`src/rtl/stream_rr_arb.sv`:
```
// Round-robin arbiter that merges p_num_reqs val/rdy streams into one tagged output stream.
// Optional STREAM_RR_ARB_BYPASS_EN passes the winner straight through when the buffer is empty.
module stream_rr_arb #(
  parameter type t_msg      = logic [31:0],
  parameter int  p_num_reqs = 4
) (
  input  logic                          clk,
  input  logic                          rst,
  input  t_msg                          req_msg [p_num_reqs],
  input  logic [p_num_reqs-1:0]         req_val,
  output logic [p_num_reqs-1:0]         req_rdy,
  output t_msg                          resp_msg,
  output logic [$clog2(p_num_reqs)-1:0] resp_src,
  output logic                          resp_val,
  input  logic                          resp_rdy
);

  localparam int SW = $clog2(p_num_reqs);
  localparam logic [SW-1:0] LAST = SW'(p_num_reqs - 1);

  logic          full;
  t_msg          msg;
  logic [SW-1:0] src;
  logic [SW-1:0] ptr;

  logic          win_found;
  logic [SW-1:0] win_idx;
  logic [SW-1:0] ptr_nxt;
  logic          accept;
  logic          in_xfer;
  logic          bypass;

  function automatic logic [SW-1:0] wrap_idx(input logic [SW-1:0] base, input int off);
    int sum;
    sum = int'(base) + off;
    if (sum >= p_num_reqs) sum = sum - p_num_reqs;
    return SW'(sum);
  endfunction

  // First valid requester at or after ptr, scanning circularly.
  always_comb begin
    win_found = 1'b0;
    win_idx   = '0;
    for (int k = 0; k < p_num_reqs; k++) begin
      if (!win_found && req_val[wrap_idx(ptr, k)]) begin
        win_found = 1'b1;
        win_idx   = wrap_idx(ptr, k);
      end
    end
  end

  always_comb begin
    accept  = !rst && (!full || resp_rdy);
    in_xfer = win_found && accept;
    req_rdy = '0;
    if (in_xfer) req_rdy[win_idx] = 1'b1;
    ptr_nxt = (win_idx == LAST) ? '0 : win_idx + SW'(1);
`ifdef STREAM_RR_ARB_BYPASS_EN
    bypass  = !rst && !full && resp_rdy && win_found;
`else
    bypass  = 1'b0;
`endif
    resp_val = full || bypass;
    resp_msg = bypass ? req_msg[win_idx] : msg;
    resp_src = bypass ? win_idx : src;
  end

  // A bypassed message is consumed in flight, so the buffer stays empty.
  always_ff @(posedge clk) begin
    if (rst) begin
      full <= 1'b0;
      msg  <= '0;
      src  <= '0;
      ptr  <= '0;
    end else begin
      if (in_xfer) begin
        ptr <= ptr_nxt;
        if (!bypass) begin
          full <= 1'b1;
          msg  <= req_msg[win_idx];
          src  <= win_idx;
        end
      end else if (resp_rdy) begin
        full <= 1'b0;
      end
    end
  end

endmodule
```
`config.mk`:
```
export PLATFORM = sky130hd
export DESIGN_NAME = stream_rr_arb
export DESIGN_NICKNAME = d
export VERILOG_FILES = /design/src/rtl/stream_rr_arb.sv
export SDC_FILE = /design/constraint.sdc
export NUM_CORES = 1
export LEC_CHECK = 0
export CAP_MARGIN = 20
export CELL_PAD_IN_SITES_DETAIL_PLACEMENT = 2
export CELL_PAD_IN_SITES_GLOBAL_PLACEMENT = 2
export CORE_UTILIZATION = 17
export DETAILED_ROUTE_END_ITERATION = 12
export GPL_ROUTABILITY_DRIVEN = 0
export PLACE_DENSITY_LB_ADDON = 0.1
export SLEW_MARGIN = 20
export SYNTH_ARGS = -nofsm -noshare
export SYNTH_HDL_FRONTEND = slang
export SYNTH_SLANG_ARGS = --single-unit
```
`constraint.sdc`:
```
create_clock -name clk -period 2.1 [get_ports clk]
set_input_delay 0.525 -clock clk [delete_from_list [all_inputs] [get_ports clk]]
set_output_delay 0.525 -clock clk [all_outputs]
set_load 0.005 [all_outputs]
```
# After elaboration in Yosys (flattened, before gate mapping)
# Index checks and enable logic that the tools add are counted.
totals:
  regBits: 37
  input_bits: 135
  word_cells: 67
op_classes:
  add_sub_neg: 8
  magnitude_cmp: 11
  eq_ne: 1
  muxes: 29
  bitwise_logic: 1
  n_reduce_logical: 13
op_table:
  columns: ["cell", "n"]
  rows:
  - ["binary-select mux 32 bit (select 2 bit)", 1]
  - ["2-to-1 mux 32 bit", 2]
  - ["2-to-1 mux 2 bit", 9]
  - ["< comparator 2 x 3 -> 1 bit, second input constant", 5]
  - [">= comparator 3 bit, second input constant", 4]
  - ["2-to-1 mux 1 bit", 11]
  - ["binary-select mux 1 bit (select 2 bit)", 4]
  - ["subtractor 2 x 1 -> 2 bit, second input constant", 4]
  - ["adder 2 x 2 -> 3 bit, second input constant", 2]
  - ["logical AND 1 bit", 6]
  - ["logical NOT 1 bit", 5]
  - ["2-to-1 mux 4 bit", 1]
  - ["adder 2 x 1 -> 3 bit, second input constant", 1]
  - [">= comparator 2 x 3 -> 1 bit, second input constant", 1]
  - ["NOT 2 -> 3 bit", 1]
  - ["adder 2 x 1 -> 2 bit, second input constant", 1]
  - ["demux 1 bit (select 2 bit)", 1]
  - ["equality test 2 bit, second input constant", 1]
  - [">= comparator 2 x 1 -> 1 bit, second input constant", 1]
  - ["nonzero test 2 bit", 1]
  - ["logical OR 1 bit", 1]

# Depth between registers and ports, before layout
# Gate-level depths: netlist of the first run.
depth:
  ltp_word: 19
  mapped_depth: 7
  ltp_nobuf: 5

# Worst setup path before layout of the first run
# OpenSTA, ideal clock, no wires.
synth_path:
  path_kind: "input-to-output"
  from: "in req_val[1]"
  to: "out req_rdy[2]"
  t_arrival_ps: 1674
  t_required_ps: 1575
  slack_ps: -99
  path_stages: 7
  path_cell_list: "nand2b_1 a21oi_1 o32ai_2 or3_1 buf_2 buf_6 nor2_1"
synth_between:
  elab_chain_cells: 17
  elab_cells_between_ends: 29
  classes_between: "order compare (2); mux (19); reduce/logical (8)"
synth_rtl:
  columns: ["item", "line", "source"]
  rows:
  - ["start: declaration", "10", "input logic [p_num_reqs-1:0] req_val,"]
  - ["binary-select mux 1 bit (select 2 bit)", "45", "if (!win_found && req_val[wrap_idx(ptr, k)]) begin"]
  - ["2-to-1 mux 1 bit (not written as such)", "45", null]
  - ["2-to-1 mux 1 bit", "45", null]
  - ["logical NOT 1 bit", "45", null]
  - ["logical AND 1 bit", "45", null]
  - ["2-to-1 mux 1 bit", "45", null]
  - ["logical NOT 1 bit", "45", null]
  - ["logical AND 1 bit", "45", null]
  - ["2-to-1 mux 1 bit", "45", null]
  - ["logical NOT 1 bit", "45", null]
  - ["logical AND 1 bit", "45", null]
  - ["2-to-1 mux 2 bit", "45", null]
  - ["< comparator 2 x 3 -> 1 bit (not written as such) or >= comparator 2 x 1 -> 1 bit (tied branches)", "56", "if (in_xfer) req_rdy[win_idx] = 1'b1;"]
  - ["logical AND 1 bit (not written as such)", "56", null]
  - ["2-to-1 mux 1 bit (not written as such)", "56", null]
  - ["demux 1 bit (select 2 bit)", "56", null]
  - ["2-to-1 mux 4 bit (*)", "56", null]
  - ["end: declaration", "11", "output logic [p_num_reqs-1:0] req_rdy,"]
# Every way passes the cells marked *; elsewhere a longest branch is shown, timed or not. The select of a mux whose other input is x is not followed.

# Final worst setup path of the first run
# Ends and elaborated chain as after synthesis.

==> results of run 1 <==
==> worst min path at each step <==
stage                     slack [ns]    startpoint  depth (start not counted)           end
final                           0.46  resp_msg[27]                          2  resp_msg[27]
after global routing            0.49  resp_msg[12]                          2  resp_msg[12]
after CTS                       0.47  resp_msg[27]                          2  resp_msg[27]
after detailed placement        0.46  resp_msg[27]                          2  resp_msg[27]
after global placement          0.44  resp_msg[14]                          2  resp_msg[14]
after floorplan                 0.45   resp_src[0]                          2   resp_src[0]
==> layer usage <==
metal / global-route usage (%) / up-vias / routed length, microns
li1: - / 1221 / -
met2: 20.8 / 108 / 4230
met3: 5.04 / 4 / 965
met4: 2.58 / 0 / 58
met5: 0 / - / 0
met1: 16.9 / 1175 / 4380
==> registers in the layout, indices dropped and copies added, names as in the netlist <==
name and count:
ptr 2, resp_msg 32, resp_src 2, resp_val 1
==> cell type report <==
type	count	area, sq um	area share, %
Timing Repair Buffer	205	2030	43.5
Clock inverter	3	17.5	0.375
Multi-Input combinational cell	163	1520	32.5
Inverter	3	11.3	0.241
Tap cell	176	220	4.71
Sequential cell	37	746	16.0
Clock buffer	5	125	2.68
==> worst reg2reg max path: stages (launching register included) <==
cell and delay [ns]:
dfxtp_4 0.37, nor2b_4 0.05, a21o_1 0.19, buf_4 0.15, a211oi_4 0.28, buf_12 0.16
buf_12 0.21, mux2i_1 0.29, o221ai_2 0.12
==> Yosys cell counts, types with 2 or more instances <==
cell type and instances:
inv_1 3, mux2i_1 64, buf_6 4, buf_12 3, nor2_1 9, dfxtp_1 37
buf_2 7, buf_8 3, o221ai_2 28, nor2b_1 2, a211oi_1 2, a21oi_1 5
nand2_1 36, o221ai_1 4, nand2b_1 2, a21o_1 2
==> power by group through the flow <==
stage	logic [W]	registers, W	clock network, W
finish	0.00144	0.000898	0.000742
global route	0.00155	0.000917	0.000810
CTS	0.00146	0.000898	0.000784
detailed placement	0.00140	0.000910	0
global placement	0.00139	0.000903	0
floorplan	0.000714	0.000919	0
==> kinds of logic after synthesis <==
kind of cell / synth area share [%]
muxes: 27.1
and+or+nand+nor: 9.31
AOI/OAI and AO/OA: 23.6
DFF: 31.3
buffers and inverters: 8.30
xor gates and xnor gates: 0.370
==> cell usage in the layout (no fill, tap or decap), types with 5 or more instances in the layout <==
| cell | count |
|---|---|
| buf_12 | 5 |
| buf_2 | 5 |
| buf_4 | 22 |
| buf_6 | 7 |
| clkbuf_16 | 5 |
| clkdlybuf4s50_1 | 163 |
| dfxtp_1 | 35 |
| mux2i_1 | 63 |
| nand2_1 | 36 |
| nor2_1 | 5 |
| o221ai_2 | 28 |
==> through the flow <==
step / utilization, % / cell area (sq um)
CTS: 34.8 / 4660
detailed placement: 33.0 / 4420
global placement: 33.0 / 4420
global route: 34.9 / 4670
finish: 34.9 / 4670
floorplan: - / 2410
==> what timing repair did <==
| item | CTS | global route |
|---|---|---|
| pin swaps | 8 | 0 |
| gates resized for setup | 56 | 2 |
| setup endpoints to repair | 36 | 5 |
| setup buffers | 8 | 1 |
==> flow_metrics.py, run 1 <==
metrics = {
    "status": {
        "outcome": "complete, but fails checks",
        "violations": "setup timing",
    },
    "timing": {
        "fmax_mhz": 456,
        "slew_headroom_pct": 61.4,
        "rsz0062_at_grt": "true",
        "drv_slew": 0,
        "worst_pin_slew_ns": 0.579,
        "tns_ns": -0.191,
        "hold_viol_final": 0,
        "hold_slack_ns": 0.461,
        "skew_ns": 0.00549,
        "period_needed_ns": 2.19,
        "finalSetupViolCount": 3,
        "setup_slack_ns": -0.0932,
        "period_share_pct": 104,
    },
    "run": {
        "cap_violations": 0,
    },
    "detailed_routing": {
        "vias": 2508,
        "via_per_inst": 4.24,
        "wl_per_cell_microns": 16.3,
        "drc": 0,
        "antenna_left": 0,
        "drt_iter0_drc": 37,
        "wirelength_microns": 9640,
        "firstDrtPassIters": 4,
    },
    "logic_synthesis": {
        "syn_inst": 220,
        "yosysTopAreaCell": "dfxtp_1",
        "synth_seq_cells": 37,
        "synth.avg_cell_area_sq_um": 10.8,
        "ys_types": 25,
        "synth_area_leaders": "dfxtp_1 (31%), mux2i_1 (27%), o221ai_2 (18%)",
        "ys_warn_count": 0,
        "syn_area_sq_um": 2370,
        "yosysTopAreaCellShare_pct": 31.3,
        "async_reset_ff_share_pct": 0,
        "ys_seq_area_share_pct": 31.3,
        "synthFlopType": "dfxtp_1",
        "synth-edff-count": 0,
        "syn_nets": 355,
    },
    "setup_path": {
        "crit_chain": "buf_6, nand2b_4, a21oi_2, o32ai_2, or3_4, buf_6, nor2_4, buf_2",
        "critical_path_arrival_ns": 1.67,
        "path_max_fanout": 3,
        "endpoint": "req_rdy[2]",
        "r2r-end": "resp_msg[29]",
        "cp-start-kind": "primary input",
        "cp-startpoint": "req_val[1]",
        "crit_slowest_cell": "or3_4",
        "r2r_cells": 8,
        "cp.required_ns": 1.57,
        "rrSetupSlack_ns": 0.14,
        "cpPeakStageDelay_ns": 0.36,
        "path_buf_inv": 3,
        "rr_startpoint": "ptr[0]",
        "path_class": "primary input to output pin",
        "cp-end-kind": "output pin",
        "critPathMostFrequentCell": "buf_6",
        "cpLargestDelayFamily": "simple AND/OR/NAND/NOR gates",
        "cp_num_cells": 8,
    },
    "global_route": {
        "grt_pass1_vias": 2754,
        "antenna_found_initial": 0,
        "grt_max_degree": 33,
        "grt_pass1_wl_microns": 14700,
        "grt-ovfl-total": 0,
        "track_usage_pct": 13.1,
    },
    "cells_and_area": {
        "finalNonFillerCells": 592,
        "antenna_cells": 0,
        "drive_above_1_share_pct": 22.8,
        "fillers": 1461,
        "final_nets": 550,
        "syn2layout_area_growth_pct": 97.4,
    },
    "placement": {
        "portBuffers": 173,
        "hpwl_microns": 7510,
        "pre_cts_ws_ns": -1.06,
        "dp.cells": 575,
    },
    "die": {
        "io_pins": 174,
        "die_area_sq_um": 14400,
        "core_sq_um": 13400,
        "fp-row-count": 42,
        "die_h_microns": 120,
        "die_x_microns": 120,
        "initial_core_util_pct": 17.7,
    },
    "clock_network": {
        "cts_tree": "yes",
        "cts.sinks": 37,
        "clock_latency_ns": 0.28,
        "clk_pin_slew_ns": 0.05,
        "cts_buffer_depth": 2,
        "cts-buffers-inserted": 5,
        "cts_root_buf": "clkbuf_16",
        "cts_hold_buffers": 0,
        "cts_htree_levels": 2,
    },
    "power_and_ir_drop": {
        "p_clk_share_pct": 24.1,
        "combPwrFrac_pct": 46.7,
        "powerDensity_nw_per_um2": 659,
        "power_switching_w": 0.000948,
        "power.total_w": 0.00308,
        "p_int_w": 0.00213,
        "seqPwrFrac_pct": 29.2,
        "peakVddDrop_uv": 282,
        "leakage_nw": 1.80,
        "p_sw_share_pct": 30.8,
    },
    "hold_path": {
        "worstHoldPathType": "flip-flop to flip-flop",
    },
}
(Power assumes the default switching activity.)
==> run 2, diff against run 1 <==
--- a/config.mk
+++ b/config.mk
@@ -8,6 +8,7 @@
 export CAP_MARGIN = 20
 export CELL_PAD_IN_SITES_DETAIL_PLACEMENT = 2
 export CELL_PAD_IN_SITES_GLOBAL_PLACEMENT = 2
+export CORE_ASPECT_RATIO = 1.5
 export CORE_UTILIZATION = 17
 export DETAILED_ROUTE_END_ITERATION = 12
 export GPL_ROUTABILITY_DRIVEN = 0
==> flow_metrics.py, run 2 (synthesis results as in run 1) <==
metrics = {
    "cells_and_area": {
        "final_nets": 559,
        "antenna_cells": 0,
        "largest_reg_flops": 32,
        "final_common_cell": "clkdlybuf4s50_1",
        "syn2layout_area_growth_pct": 104,
        "final_cell_mix": "clkdlybuf4s50_1 (164), mux2i_1 (57), nand2_1 (36)",
        "drive_above_1_share_pct": 26.6,
        "design_area_sq_um": 4840,
    },
    "die": {
        "die_x_microns": 98.3,
        "core_sq_um": 13500,
        "die_area_sq_um": 14400,
        "initial_core_util_pct": 17.5,
        "io_pins": 174,
        "fp-row-count": 52,
        "die_h_microns": 146,
    },
    "run": {
        "cap_violations": 0,
    },
    "power_and_ir_drop": {
        "peakVddDrop_uv": 259,
        "powerDensity_nw_per_um2": 672,
        "leakage_nw": 1.87,
    },
    "clock_network": {
        "clk_pin_slew_ns": 0.06,
        "clock_latency_ns": 0.28,
        "cts_hold_buffers": 0,
        "cts_tree": "yes",
        "cts_root_buf": "clkbuf_16",
        "cts-buffers-inserted": 5,
        "cts.sinks": 37,
        "cts_htree_levels": 2,
        "cts_buffer_depth": 2,
    },
    "timing": {
        "period_share_pct": 111,
        "fmax_mhz": 430,
        "rsz0062_at_grt": "true",
        "drv_slew": 0,
        "hold_slack_ns": 0.461,
        "period_needed_ns": 2.32,
        "finalSetupViolCount": 4,
        "hold_viol_final": 0,
        "slew_headroom_pct": 63.0,
        "skew_ns": 0.00280,
        "worst_pin_slew_ns": 0.555,
        "setup_slack_ns": -0.223,
    },
    "global_route": {
        "grt-ovfl-total": 0,
        "grt_max_degree": 33,
        "track_usage_pct": 14.3,
        "antenna_found_initial": 0,
        "grt_pass1_vias": 2904,
        "grt_pass1_wl_microns": 15700,
    },
    "setup_path": {
        "rrSetupSlack_ns": 0.12,
        "cp-end-kind": "output pin",
        "endpoint": "req_rdy[3]",
        "cp-startpoint": "req_val[1]",
        "cp-start-kind": "primary input",
        "path_class": "primary input to output pin",
        "r2r-end": "resp_msg[2]",
        "cp.required_ns": 1.57,
        "path_max_fanout": 4,
        "critical_path_arrival_ns": 1.80,
        "r2r_cells": 8,
        "rr_startpoint": "ptr[0]",
    },
    "detailed_routing": {
        "vias": 2578,
        "wl_per_cell_microns": 17.9,
        "firstDrtPassIters": 8,
        "antenna_left": 0,
        "drt_iter0_drc": 28,
        "via_per_inst": 4.39,
        "wirelength_microns": 10500,
        "drc": 13,
    },
    "placement": {
        "portBuffers": 173,
        "place_area_sq_um": 4370,
        "hpwl_microns": 7650,
    },
    "status": {
        "outcome": "complete, but fails checks",
        "violations": "DRC, setup timing",
    },
    "hold_path": {
        "worstHoldPathType": "flip-flop to flip-flop",
        "hold_start": "resp_src[0]",
    },
}
## run 2: cell types whose count changed in the layout (fill, tap and decap cells not counted), sizes merged
cell,delta
buf,+7
clkbuf,+4
clkdlybuf4s50,+1
clkinv,-1
clkinvlp,-1
dlygate4sd2,-1
## run 2: area by class of cell
| class | instances | area, sq um |
|---|---|---|
| Fill cell | 1471 | 8690 |
| Timing Repair Buffer | 214 | 2140 |
| Multi-Input combinational cell | 163 | 1580 |
| Sequential cell | 37 | 746 |
| Tap cell | 162 | 203 |
| Clock buffer | 7 | 153 |
| Inverter | 3 | 13.8 |
| Clock inverter | 1 | 5.00 |
## run 2: worst max-delay path: stages
cell	delay, ns
buf_8	0.10
nand2b_4	0.14
a21oi_2	0.12
o32ai_2	0.11
buf_4	0.13
or3_4	0.35
buf_6	0.13
nor2_4	0.06
buf_2	0.11
## run 2: metal layers
metal | wire length, microns | global-route usage (%) | vias to the layer above
met4 | 126 | 3.88 | 0
met5 | 0 | 0 | -
li1 | - | - | 1238
met2 | 5990 | 29.0 | 91
met1 | 3760 | 14.4 | 1242
met3 | 624 | 3.02 | 7
## run 2: what timing repair did
| action | CTS | global route |
|---|---|---|
| setup endpoints to repair | 36 | 34 |
| buffers inserted | 16 | 3 |
| hold endpoints to repair | 0 | 0 |
| pin swaps | 6 | 3 |
| gates cloned | 1 | 1 |
| resized for setup | 51 | 23 |
## run 2: report_power, final
group          total, W  internal (W)  switching (W)
combinational   0.00155      0.000929       0.000619
sequential     0.000897      0.000828      0.0000689
clock          0.000807      0.000503       0.000304
## run 2: worst min path at each step
| stage | slack [ns] | to | depth (start not counted) |
|---|---|---|---|
| 6_report | 0.46 | resp_src[0] | 2 |
| 5_1_grt | 0.49 | resp_msg[12] | 2 |
| 4_1_cts | 0.47 | resp_msg[12] | 2 |
| 3_5_place_dp | 0.46 | resp_msg[19] | 2 |
| 3_3_place_gp | 0.45 | resp_msg[12] | 2 |
| 2_1_floorplan | 0.45 | resp_src[0] | 2 |
## run 2: through the flow
step	util, %	worst slack (ns)	setup TNS (ns)	cells	total power (W)
floorplan	-	-0.0544	-0.109	220	0.00163
global placement	32.3	-1.01	-23.90	558	0.00226
detailed placement	32.3	-1.07	-26.94	558	0.00228
CTS	35.0	-0.216	-0.821	583	0.00326
global route	35.8	-0.274	-0.798	587	0.00346
finish	35.8	-0.223	-0.582	587	0.00325
==> run 3, diff against run 2 <==
--- a/config.mk
+++ b/config.mk
@@ -5,6 +5,7 @@
 export SDC_FILE = /design/constraint.sdc
 export NUM_CORES = 1
 export LEC_CHECK = 0
+export ABC_CLOCK_PERIOD_IN_PS = 2100
 export CAP_MARGIN = 20
 export CELL_PAD_IN_SITES_DETAIL_PLACEMENT = 2
 export CELL_PAD_IN_SITES_GLOBAL_PLACEMENT = 2
@@ -12,6 +13,7 @@
 export CORE_UTILIZATION = 17
 export DETAILED_ROUTE_END_ITERATION = 12
 export GPL_ROUTABILITY_DRIVEN = 0
+export HOLD_SLACK_MARGIN = 0.02
 export PLACE_DENSITY_LB_ADDON = 0.1
 export SLEW_MARGIN = 20
 export SYNTH_ARGS = -nofsm -noshare
==> results of run 3 <==
Final layout, timing and power as in run 2 (identical DEF).
==> RTL edit, RTL diff (settings of run 2) <==
Set the parameter `p_num_reqs` to 8 (it was 4).
--- a/src/rtl/stream_rr_arb.sv
+++ b/src/rtl/stream_rr_arb.sv
@@ -2,7 +2,7 @@
 // Optional STREAM_RR_ARB_BYPASS_EN passes the winner straight through when the buffer is empty.
 module stream_rr_arb #(
   parameter type t_msg      = logic [31:0],
-  parameter int  p_num_reqs = 4
+  parameter int  p_num_reqs = 8
 ) (
   input  logic                          clk,
   input  logic                          rst,
Interface: changed (resized req_msg, req_rdy, req_val and resp_src); port bits go from 174 to 311. The function was not compared with the original's and may differ.
==> RTL edit against run 2 <==
The run ends with setup timing left; sequential share of layout area down 7.9 points; worst setup slack worse by 1.6 ns; fmax down 41%; sequential cell count up 2; design area up 120%; hold slack worse by 0.0093 ns; routed wire length rose to 3.0 times the old value; highest routed layer unchanged; non-clock buffer count up 240; die area up 83%; area after synthesis up 85%; critical path type is now flop to output pin.
Power is left out: it rests on default switching activity, and per cell area and clock period it moved more than threefold.
==> RTL edit: results (changes against run 2) <==
.. list-table::
   :header-rows: 1

   * - Metric
     - Value
   * - Result of the run
     - finished with violations
   * - Violated checks
     - setup timing
   * - First drt pass iteration count
     - 4 (-4)
   * - Post-cts gate resize count
     - 232 (+350%)
   * - Average instance area after synthesis
     - 8.238 um2 (-23%)
   * - Maximum single-stage delay on the critical path
     - 0.53 ns (+0.18 ns)
   * - Final worst-path setup slack
     - -1.866 ns (-1.643 ns)
   * - Final routed wirelength across all metal layers
     - 31670 um (+200%)
   * - Largest fanout of any net on the critical path
     - 7 (+3)
   * - Setup Total Neg Slack
     - -77.43 ns (-76.85 ns)
   * - Initial antenna violation count
     - 1 (+1)
   * - Wire length of the first global-routing pass
     - 46360 um (+190%)
   * - Final setup violating endpoints
     - 47 (+43)
   * - Met2 layer usage reported by global route
     - 49.04% (+20 points)
   * - Met3 capacity usage during global routing
     - 3.109% (+0.093 points)
   * - Detailed-route DRC error count
     - 0 (-13)
   * - Post-synthesis cell type count
     - 55 (+120%)
   * - Clock Latency Late Sink
     - between 0.2 and 0.3 ns
   * - Sequential-to-total area share from yosys stat
     - 17.85% (-13 points)
   * - Setup slack at placement
     - -2.313 ns (-1.245 ns)
   * - Slowest library cell on the worst path
     - sky130_fd_sc_hd__mux4_2
   * - Category of the most critical setup path
     - flop to output pin
   * - Total cell area at the placement stage
     - 0.008506 mm2 (+95%)
   * - Max-Slew Margin vs Limit
     - 46.63% (-16 points)
   * - Post-synthesis mux area share
     - 29.03% (+2.0 points)
   * - Pin count of the biggest net entering global routing
     - 41 (+24%)
   * - Routed wire length on met2
     - 18470 um (+210%)
   * - Cell types with the highest counts after synthesis
     - sky130_fd_sc_hd__nand2_1 (75), sky130_fd_sc_hd__mux2i_1 (74), sky130_fd_sc_hd__a21oi_1 (58)
   * - Final instance count without filler cells
     - 1271 (+120%)
   * - Number of port buffers
     - 310 (+79%)
   * - Met1 track utilization from global routing
     - 24.34% (+9.9 points)
   * - Adder and majority cell fraction of the synthesized area
     - 0.8581% (+0.86 points)
   * - NumNets Final
     - 1209 (+120%)
   * - Net count after synthesis
     - 801 (+130%)
   * - Vias in the first global route
     - 7139 (+150%)
   * - Share of cells above drive strength 1
     - 33.83% (+7.2 points)
   * - Clock skew after layout
     - 0.008145 ns (+0.005342 ns)
   * - Final HPWL from detailed placement
     - 22770 um (+200%)
   * - Routed vias/inst
     - 4.924 (+12%)
## RTL edit: changes by cell type in the layout (fill, tap and decap cells not counted), moves of 15 or more
cell,change
sky130_fd_sc_hd__a22oi_2,+16
sky130_fd_sc_hd__buf_12,+16
sky130_fd_sc_hd__buf_16,+17
sky130_fd_sc_hd__a221oi_1,+15
sky130_fd_sc_hd__clkdlybuf4s50_1,+132
sky130_fd_sc_hd__nand2_1,+23
sky130_fd_sc_hd__o221ai_2,-27
sky130_fd_sc_hd__a21oi_1,+54
sky130_fd_sc_hd__buf_4,+50
sky130_fd_sc_hd__a221o_1,+26
sky130_fd_sc_hd__mux2i_4,+19
sky130_fd_sc_hd__buf_6,+17
## RTL edit: cell type report
type                    instances  share of cell area (%)
flip-flops and latches         39                   7.510
diodes                          3                 0.07175
clock inverters                 1                 0.04784
clock buffers                   7                   1.268
well taps                     328                   3.923
multi-input cells             430                   39.88
inverters                       9                  0.4186
repair buffers                454                   46.88
## RTL edit: cell families after synthesis
logic type               Yosys count
AO/OA/AOI/OAI                    191
flip-flops                        39
multiplexers                     108
AND/OR/NAND/NOR                  123
XOR/XNOR                           4
buffers and inverters             63
adder cells (fa/ha/maj)            3
## RTL edit: path summary, 6_finish.rpt
check	startpoint	end	slack, ns	cells after the start
setup / recovery	ptr[1]$_SDFFE_PP0P_	req_rdy[1]	-1.87	15
setup reg to reg	ptr[1]$_SDFFE_PP0P_	resp_msg[10]$_SDFFE_PP0P_	-1.80	14
hold / removal	resp_src[1]$_SDFFE_PP0P_	resp_src[1]$_SDFFE_PP0P_	0.45	2
hold reg to reg	resp_src[1]$_SDFFE_PP0P_	resp_src[1]$_SDFFE_PP0P_	0.45	2
